**src/rtl/bus_arbiter_pkg.sv**
```systemverilog
// Shared types and constants for the two-port L2 request arbiter.
package bus_arbiter_pkg;

    localparam int unsigned ADDR_W = 32;
    localparam int unsigned DATA_W = 32;
    localparam int unsigned STRB_W = 4;
    localparam int unsigned NPORT  = 2;

    typedef logic [1:0] arb_state_t;

    localparam logic [1:0] ARB_IDLE = 2'd0;
    localparam logic [1:0] ARB_BUSY = 2'd1;
    localparam logic [1:0] ARB_RESP = 2'd2;

    // Port 0 is instruction fetch, port 1 is memory access.
    localparam logic ARB_PORT_IF = 1'b0;
    localparam logic ARB_PORT_MA = 1'b1;

    typedef struct packed {
        logic [ADDR_W-1:0] addr;
        logic              we;
        logic [DATA_W-1:0] wdata;
        logic [STRB_W-1:0] wstrb;
    } mem_req_t;

endpackage

```
**src/rtl/arb_rr_select.sv**
```systemverilog
// Combinational round-robin pick between two requesters.
module arb_rr_select
    import bus_arbiter_pkg::*;
(
    input  logic [1:0] req_valid,
    input  logic       last_grant,
    output logic       any,
    output logic       winner
);

    // On a tie the port that did not win last time goes next.
    always_comb begin
        any    = |req_valid;
        winner = ARB_PORT_IF;
        if (req_valid == 2'b11) begin
            winner = ~last_grant;
        end else if (req_valid[ARB_PORT_MA]) begin
            winner = ARB_PORT_MA;
        end
    end

endmodule

```
**src/rtl/bus_arbiter.sv**
```systemverilog
// Two-port arbiter onto the single L2 cache port, with a hung-cache watchdog.
module bus_arbiter
    import bus_arbiter_pkg::*;
#(
    parameter int unsigned TIMEOUT = 255
) (
    input  logic                    clk,
    input  logic                    rst,
    input  logic [1:0]              req_valid,
    input  logic [1:0][ADDR_W-1:0]  req_addr,
    input  logic [1:0]              req_we,
    input  logic [1:0][DATA_W-1:0]  req_wdata,
    input  logic [1:0][STRB_W-1:0]  req_wstrb,
    output logic [1:0]              req_ack,
    output logic [1:0][DATA_W-1:0]  req_rdata,
    output logic                    mem_valid,
    output logic [ADDR_W-1:0]       mem_addr,
    output logic                    mem_we,
    output logic [DATA_W-1:0]       mem_wdata,
    output logic [STRB_W-1:0]       mem_wstrb,
    input  logic                    mem_ack,
    input  logic [DATA_W-1:0]       mem_rdata,
    output logic                    error
);

    localparam int unsigned CNT_W = $clog2(TIMEOUT + 1);

    arb_state_t             state, state_d;
    logic                   grant, grant_d;
    logic                   last_grant, last_grant_d;
    logic [CNT_W-1:0]       cnt, cnt_d;
    mem_req_t               mem_req, mem_req_d;
    logic                   mem_valid_d;
    logic [1:0]             req_ack_d;
    logic [1:0][DATA_W-1:0] req_rdata_d;
    logic                   error_d;
    logic                   sel_any;
    logic                   sel_winner;

    arb_rr_select u_sel (
        .req_valid  (req_valid),
        .last_grant (last_grant),
        .any        (sel_any),
        .winner     (sel_winner)
    );

    assign mem_addr  = mem_req.addr;
    assign mem_we    = mem_req.we;
    assign mem_wdata = mem_req.wdata;
    assign mem_wstrb = mem_req.wstrb;

    // Next-state and next-output logic; ack beats watchdog expiry in the same cycle.
    always_comb begin
        state_d      = state;
        grant_d      = grant;
        last_grant_d = last_grant;
        cnt_d        = cnt;
        mem_req_d    = mem_req;
        mem_valid_d  = mem_valid;
        req_ack_d    = 2'b00;
        req_rdata_d  = req_rdata;
        error_d      = error;
        case (state)
            ARB_IDLE: begin
                if (sel_any) begin
                    mem_req_d.addr  = req_addr[sel_winner];
                    mem_req_d.we    = req_we[sel_winner];
                    mem_req_d.wdata = req_wdata[sel_winner];
                    mem_req_d.wstrb = req_wstrb[sel_winner];
                    mem_valid_d     = 1'b1;
                    grant_d         = sel_winner;
                    last_grant_d    = sel_winner;
                    cnt_d           = '0;
                    state_d         = ARB_BUSY;
                end
            end
            ARB_BUSY: begin
                if (mem_ack) begin
                    req_rdata_d[grant] = mem_rdata;
                    req_ack_d[grant]   = 1'b1;
                    mem_valid_d        = 1'b0;
                    state_d            = ARB_RESP;
                end else if (cnt == CNT_W'(TIMEOUT - 1)) begin
                    req_rdata_d[grant] = '0;
                    req_ack_d[grant]   = 1'b1;
                    mem_valid_d        = 1'b0;
                    error_d            = 1'b1;
                    state_d            = ARB_RESP;
                end else begin
                    cnt_d = cnt + CNT_W'(1);
                end
            end
            ARB_RESP: begin
                state_d = ARB_IDLE;
            end
            default: begin
                state_d     = ARB_IDLE;
                mem_valid_d = 1'b0;
            end
        endcase
    end

    always_ff @(posedge clk) begin
        if (rst) begin
            state      <= ARB_IDLE;
            grant      <= ARB_PORT_IF;
            last_grant <= ARB_PORT_MA;
            cnt        <= '0;
            mem_req    <= '0;
            mem_valid  <= 1'b0;
            req_ack    <= 2'b00;
            req_rdata  <= '0;
            error      <= 1'b0;
        end else begin
            state      <= state_d;
            grant      <= grant_d;
            last_grant <= last_grant_d;
            cnt        <= cnt_d;
            mem_req    <= mem_req_d;
            mem_valid  <= mem_valid_d;
            req_ack    <= req_ack_d;
            req_rdata  <= req_rdata_d;
            error      <= error_d;
        end
    end

endmodule

```
**config.mk**
```make
export PLATFORM = sky130hd
export DESIGN_NAME = bus_arbiter
export DESIGN_NICKNAME = d
export VERILOG_FILES = /design/src/rtl/bus_arbiter_pkg.sv /design/src/rtl/arb_rr_select.sv /design/src/rtl/bus_arbiter.sv
export SDC_FILE = /design/constraint.sdc
export NUM_CORES = 1
export LEC_CHECK = 0
export CORE_MARGIN = 2
export CORE_UTILIZATION = 25
export DETAILED_ROUTE_END_ITERATION = 16
export PLACE_DENSITY = 0.58
export SKIP_CTS_REPAIR_TIMING = 1
export SYNTH_ARGS = -nofsm -noshare
export SYNTH_HDL_FRONTEND = slang
export SYNTH_SLANG_ARGS = --single-unit
export TNS_END_PERCENT = 5
```
**constraint.sdc**
```tcl
create_clock -name clk -period 4.2 [get_ports clk]
set_input_delay 1.26 -clock clk [delete_from_list [all_inputs] [get_ports clk]]
set_output_delay 1.26 -clock clk [all_outputs]
set_load 0.01 [all_outputs]
```
# Word-level counts from Yosys, hierarchy flattened
# Index checks and enable logic that the tools add are counted.
totals:
  reg_bits: 149
  in_bits: 175
  out_inout_bits: 137
op_classes:
  addsub: 1
  magnitude_cmp: 3
  n_eq_ne: 8
  muxes: 31
  bitwise: 6
  reduce_logical: 12
op_table:
  columns: ["op", "count"]
  rows:
  - ["two-way mux 32 bit", 5]
  - ["two-way mux 64 bit", 2]
  - ["AND 64 bit", 1]
  - ["bitwise mux 64 bit", 1]
  - ["inverter 64 bit", 1]
  - ["demux 32 bit (select 1 bit)", 1]
  - ["two-way mux 8 bit", 3]
  - ["one-hot mux 8 bit (2 select lines)", 1]
  - ["two-way mux 2 bit", 5]
  - ["adder 8 x 1 -> 8 bit, second input constant", 1]
  - ["equality test 8 bit, second input constant", 1]
  - ["two-way mux 1 bit", 8]
  - ["two-way mux 4 bit", 2]
  - ["inequality test 2 bit, second input constant", 3]
  - ["AND reduction 2 bit", 3]
  - ["AND reduction 3 bit", 2]
  - ["equality test 2 bit, second input constant", 2]
  - ["less-than comparator 1 x 2 -> 1 bit, second input constant", 2]
  - ["inverter 1 bit", 4]
  - ["one-hot mux 2 bit (2 select lines)", 1]
  - ["AND reduction 4 bit", 1]
  - ["nonzero test 2 bit", 2]
  - ["OR reduction 2 bit", 2]
  - ["inequality test 3 bit, second input constant", 1]
  - ["6 further kinds", 6]

# Longest topological paths before layout
logic_depth:
  ltp_word: 8
  ltp_mapped: 7

# Modules after synthesis
# From an unflattened synthesis, not the netlist that was laid out.
unflattened:
  hier_cells: 578
  hier_area_um2: 5904.4
by_module_without_submodules:
  columns: ["mod", "n_inst", "cells_each", "area_per_inst_um2", "seq_area_each_um2"]
  rows:
  - ["bus_arbiter", 1, 576, 5890.6, 2982.9]
  - ["arb_rr_select", 1, 2, 13.8, 0.0]

# Worst setup path before layout
# No wires, ideal clock.
synth_path:
  path_kind: "input -> register"
  start: "input port rst"
  end: "register cnt[4]"
  arrival_ns: 2.239
  setup_slack_ns: 1.887
  cell_stages: 5
  cell_sequence: "buf_2 -> nor3b_2 -> o211a_1 -> a41oi_1 -> a31oi_1"
synth_rtl:
  columns: ["element", "line_no", "source"]
  rows:
  - ["start: declaration", "bus_arbiter.sv:8", "input logic rst,"]
  - ["end signal: assignment", "bus_arbiter.sv:118", "cnt <= cnt_d;"]
  - ["end: declaration", "bus_arbiter.sv:31", "logic [CNT_W-1:0] cnt, cnt_d;"]

# Final worst setup path
layout_path:
  start: "input port req_valid[1]"
  end: "register mem_req (netlist bit mem_addr[27])"
layout_between:
  elab_chain_cells: 4
  elab_cells_between_ends: 7
  classes_between: "eq/ne (1); mux (4); reduce/logical (2)"
layout_lines:
  columns: ["element", "line_no", "source"]
  rows:
  - ["start: declaration", "bus_arbiter.sv:9", "input logic [1:0] req_valid,"]
  - ["equality test 2 bit or two-way mux 1 bit (tied branches)", "arb_rr_select.sv:15, arb_rr_select.sv:17", null]
  - ["two-way mux 1 bit", "arb_rr_select.sv:15", "if (req_valid == 2'b11) begin"]
  - ["two-way mux 32 bit (implied by the code) (2 in series)", "bus_arbiter.sv:66", "mem_req_d.addr = req_addr[sel_winner];"]
  - ["end signal: assignment", "bus_arbiter.sv:119", "mem_req <= mem_req_d;"]
  - ["end: declaration", "bus_arbiter.sv:32", "mem_req_t mem_req, mem_req_d;"]
# Several ways; a longest one is shown, not always the timed one. The select of a mux whose other input is x is not followed.
# A chain may end at the register's enable or synchronous reset.

==> impl_metrics.py <==
metrics = {
    "route": {
        "route.detailed.drc": 0,
        "final_antenna_net_count": 0,
        "vias_per_cell": 4.645,
        "drt_iter0_drc": 310,
        "routedWlPerCell_um": 16.52,
        "routed.top_layer": "met4",
        "wl_met2_mm": 8.963,
        "wl_met1_mm": 8.197,
        "dr_total_vias": 5444,
        "wirelength_mm": 19.36,
        "wl_met3_mm": 1.953,
        "dr.pass1.iters": 4,
    },
    "sta": {
        "fmax_ghz": 0.3450,
        "timing.final.crit_period_ps": 2898,
        "worstMarginPinSlew_ps": 769.1,
        "slew_headroom": 0.4860,
        "hold_viol_final": 0,
        "final-max-slew-violation-count": 0,
        "min_period_over_period": 0.6901,
        "tns_ps": 0,
        "rsz0062_at_grt": "false",
        "fin_worst_skew_ps": 13.78,
        "setup_viol": 0,
        "fin_ws_ps": 1302,
    },
    "floorplanning": {
        "core.rowCount": 55,
        "initial_utilization": 0.2562,
        "core-area_um2": 22780,
        "die_h_um": 156.8,
        "die_w_um": 156.8,
        "io_pins": 312,
        "dieArea_um2": 24590,
    },
    "placement": {
        "dp_cells": 1139,
        "port_buffers": 311,
        "placed_area_um2": 9266,
        "pre_cts_slack_ps": 833.9,
        "gp_congestion": 0.7456,
        "hpwl_mm": 14.10,
    },
    "synthesis": {
        "synth_seq_cells": 149,
        "synthCells": 544,
        "synth_top_area_share": 0.5110,
        "synth_nets": 721,
        "yosys-top-cells-area": "dfxtp_1 51%, mux2i_1 12%, a32o_1 11%, a211oi_1 8.9%, nor2_1 4.8%",
        "avgSynthCellArea_um2": 10.73,
        "synth_cell_types": 36,
        "synth_area_leader_cell": "dfxtp_1",
        "synth_ff_type": "dfxtp_1",
        "postSynth.asyncResetShare": 0,
        "synth_area_um2": 5837,
        "yosys_warnings": 0,
        "ys_seq_area_frac": 0.5110,
        "synth_edf_count": 0,
    },
    "clock_tree": {
        "cts_tree": "built",
        "clkTransAtPathRegs_ps": 70,
        "clockBufferDepth": 2,
        "cts_root_buf": "clkbuf_16",
        "insertion_delay_ps": 430,
        "numCtsBuffers": 17,
        "clock_sinks": 149,
        "cts_max_level": 4,
    },
    "final_layout": {
        "area_delta_synth_final_pct": 68.70,
        "regArea_um2": 2983,
        "drive_gt1_frac": 0.07925,
        "stdcell_area_um2": 9847,
        "fillers": 2236,
        "layout.cells.most_common": "clkdlybuf4s50_1",
        "layout.nets": 1022,
        "final_cell_mix": "310 x clkdlybuf4s50_1, 149 x dfxtp_1, 74 x nor2_1",
        "multiInputGateArea_um2": 2555,
        "finalNonFillerCells": 1172,
    },
    "power_and_ir_drop": {
        "vdd_drop_max_mv": 0.2385,
        "power_density_nw_per_um2": 391.0,
        "p_leak_nw": 3.584,
    },
    "worst_setup_path": {
        "path_max_fanout": 18,
        "critPathKind": "in2reg",
        "worstPathRequired_ps": 4460,
        "critPathLaunchType": "input pin",
        "arrival_ps": 3160,
        "worst_setup_path_end_kind": "flip-flop",
    },
    "run_status": {
        "status": "complete, no violations",
    },
    "global_routing": {
        "grt_pass1_vias": 5341,
        "antenna_found_initial": 0,
        "grt_pass1_wl_mm": 29.44,
        "grt_usage": 0.1555,
        "grt_max_degree": 66,
        "overflow": 0,
    },
    "worst_hold_path": {
        "hold_path.class": "reg2reg",
    },
    "flow_run": {
        "maxCapViolCount": 0,
    },
}
## synthesized netlist by cell type (2+ instances only)
master	n
a31oi_1	8
ha_1	2
and3_1	3
o21ai_0	3
buf_2	17
nor2_1	75
nor3_1	2
dfxtp_1	149
a21oi_1	7
buf_4	12
a41oi_1	2
o21a_1	2
nand2_1	6
a21oi_2	2
a32o_1	64
nand3_1	5
inv_1	5
a211oi_1	69
nor2_2	3
mux2i_1	69
buf_6	6
nand2b_1	2
clkbuf_1	16
o21ai_1	3
## per-stage QoR
step	utilization	hold slack [ps]	power (mW)
floorplan	-	438.5	1.936
global placement	0.4068	435.1	2.390
detailed placement	0.4068	443.0	2.393
CTS	0.4322	455.2	3.923
global route	0.4322	465.4	4.050
finish	0.4323	450.7	3.850
## logic make-up (layout without fill, tap and decap cells)
family / Yosys count / after routing / synth area share
muxes: 69 / 69 / 0.1183
adders and majority gates: 2 / 2 / 0.004287
DFF: 149 / 149 / 0.5110
other: 0 / 1 / 0
and+or+nand+nor: 103 / 103 / 0.07674
buffers and inverters: 57 / 371 / 0.05573
AOI/OAI and AO/OA: 164 / 164 / 0.2339
## state kept, by name, summed over array words and instances (netlist names)
register	flops
cnt	8
state	2
req_rdata	64
last_grant	1
mem_wdata	32
mem_we	1
mem_valid	1
mem_wstrb	4
grant	1
req_ack	2
error	1
mem_addr	32
## cell type report
cell class	count	share of cell area
clock inverters	14	0.01410
repair buffers	334	0.3370
inverters	5	0.001906
multi-input cells	338	0.2595
flip-flops and latches	149	0.3029
well taps	313	0.03977
diodes	1	0.0002541
clock buffers	18	0.04460
## routing by layer
metal / GRT usage / up-vias
li1: - / 2682
met1: 0.1838 / 2502
met2: 0.2554 / 245
met3: 0.06536 / 15
met4: 0.04893 / 0
met5: 0 / -
## where the power goes
| group | internal (mW) | switching, mW | total, mW |
|---|---|---|---|
| Clock | 0.850 | 0.650 | 1.50 |
| Combinational | 0.441 | 0.339 | 0.779 |
| Sequential | 1.52 | 0.0555 | 1.57 |
| Total | 2.81 | 1.04 | 3.85 |
## worst max-delay path, stage by stage
cell	delay [ps]
clkdlybuf4s50_1	540
a21boi_4	670
buf_4	370
mux2i_1	220
a211oi_1	90
## path summary, 6_finish.rpt
kind	slack, ps	cells after the start	from	endpoint
max	1300	5	req_valid[1]	mem_addr[27]
min	450	2	error	error
max reg2reg	2290	5	state[1]	mem_addr[23]
min reg2reg	450	2	error	error
Power figures use the tool's default switching activity.
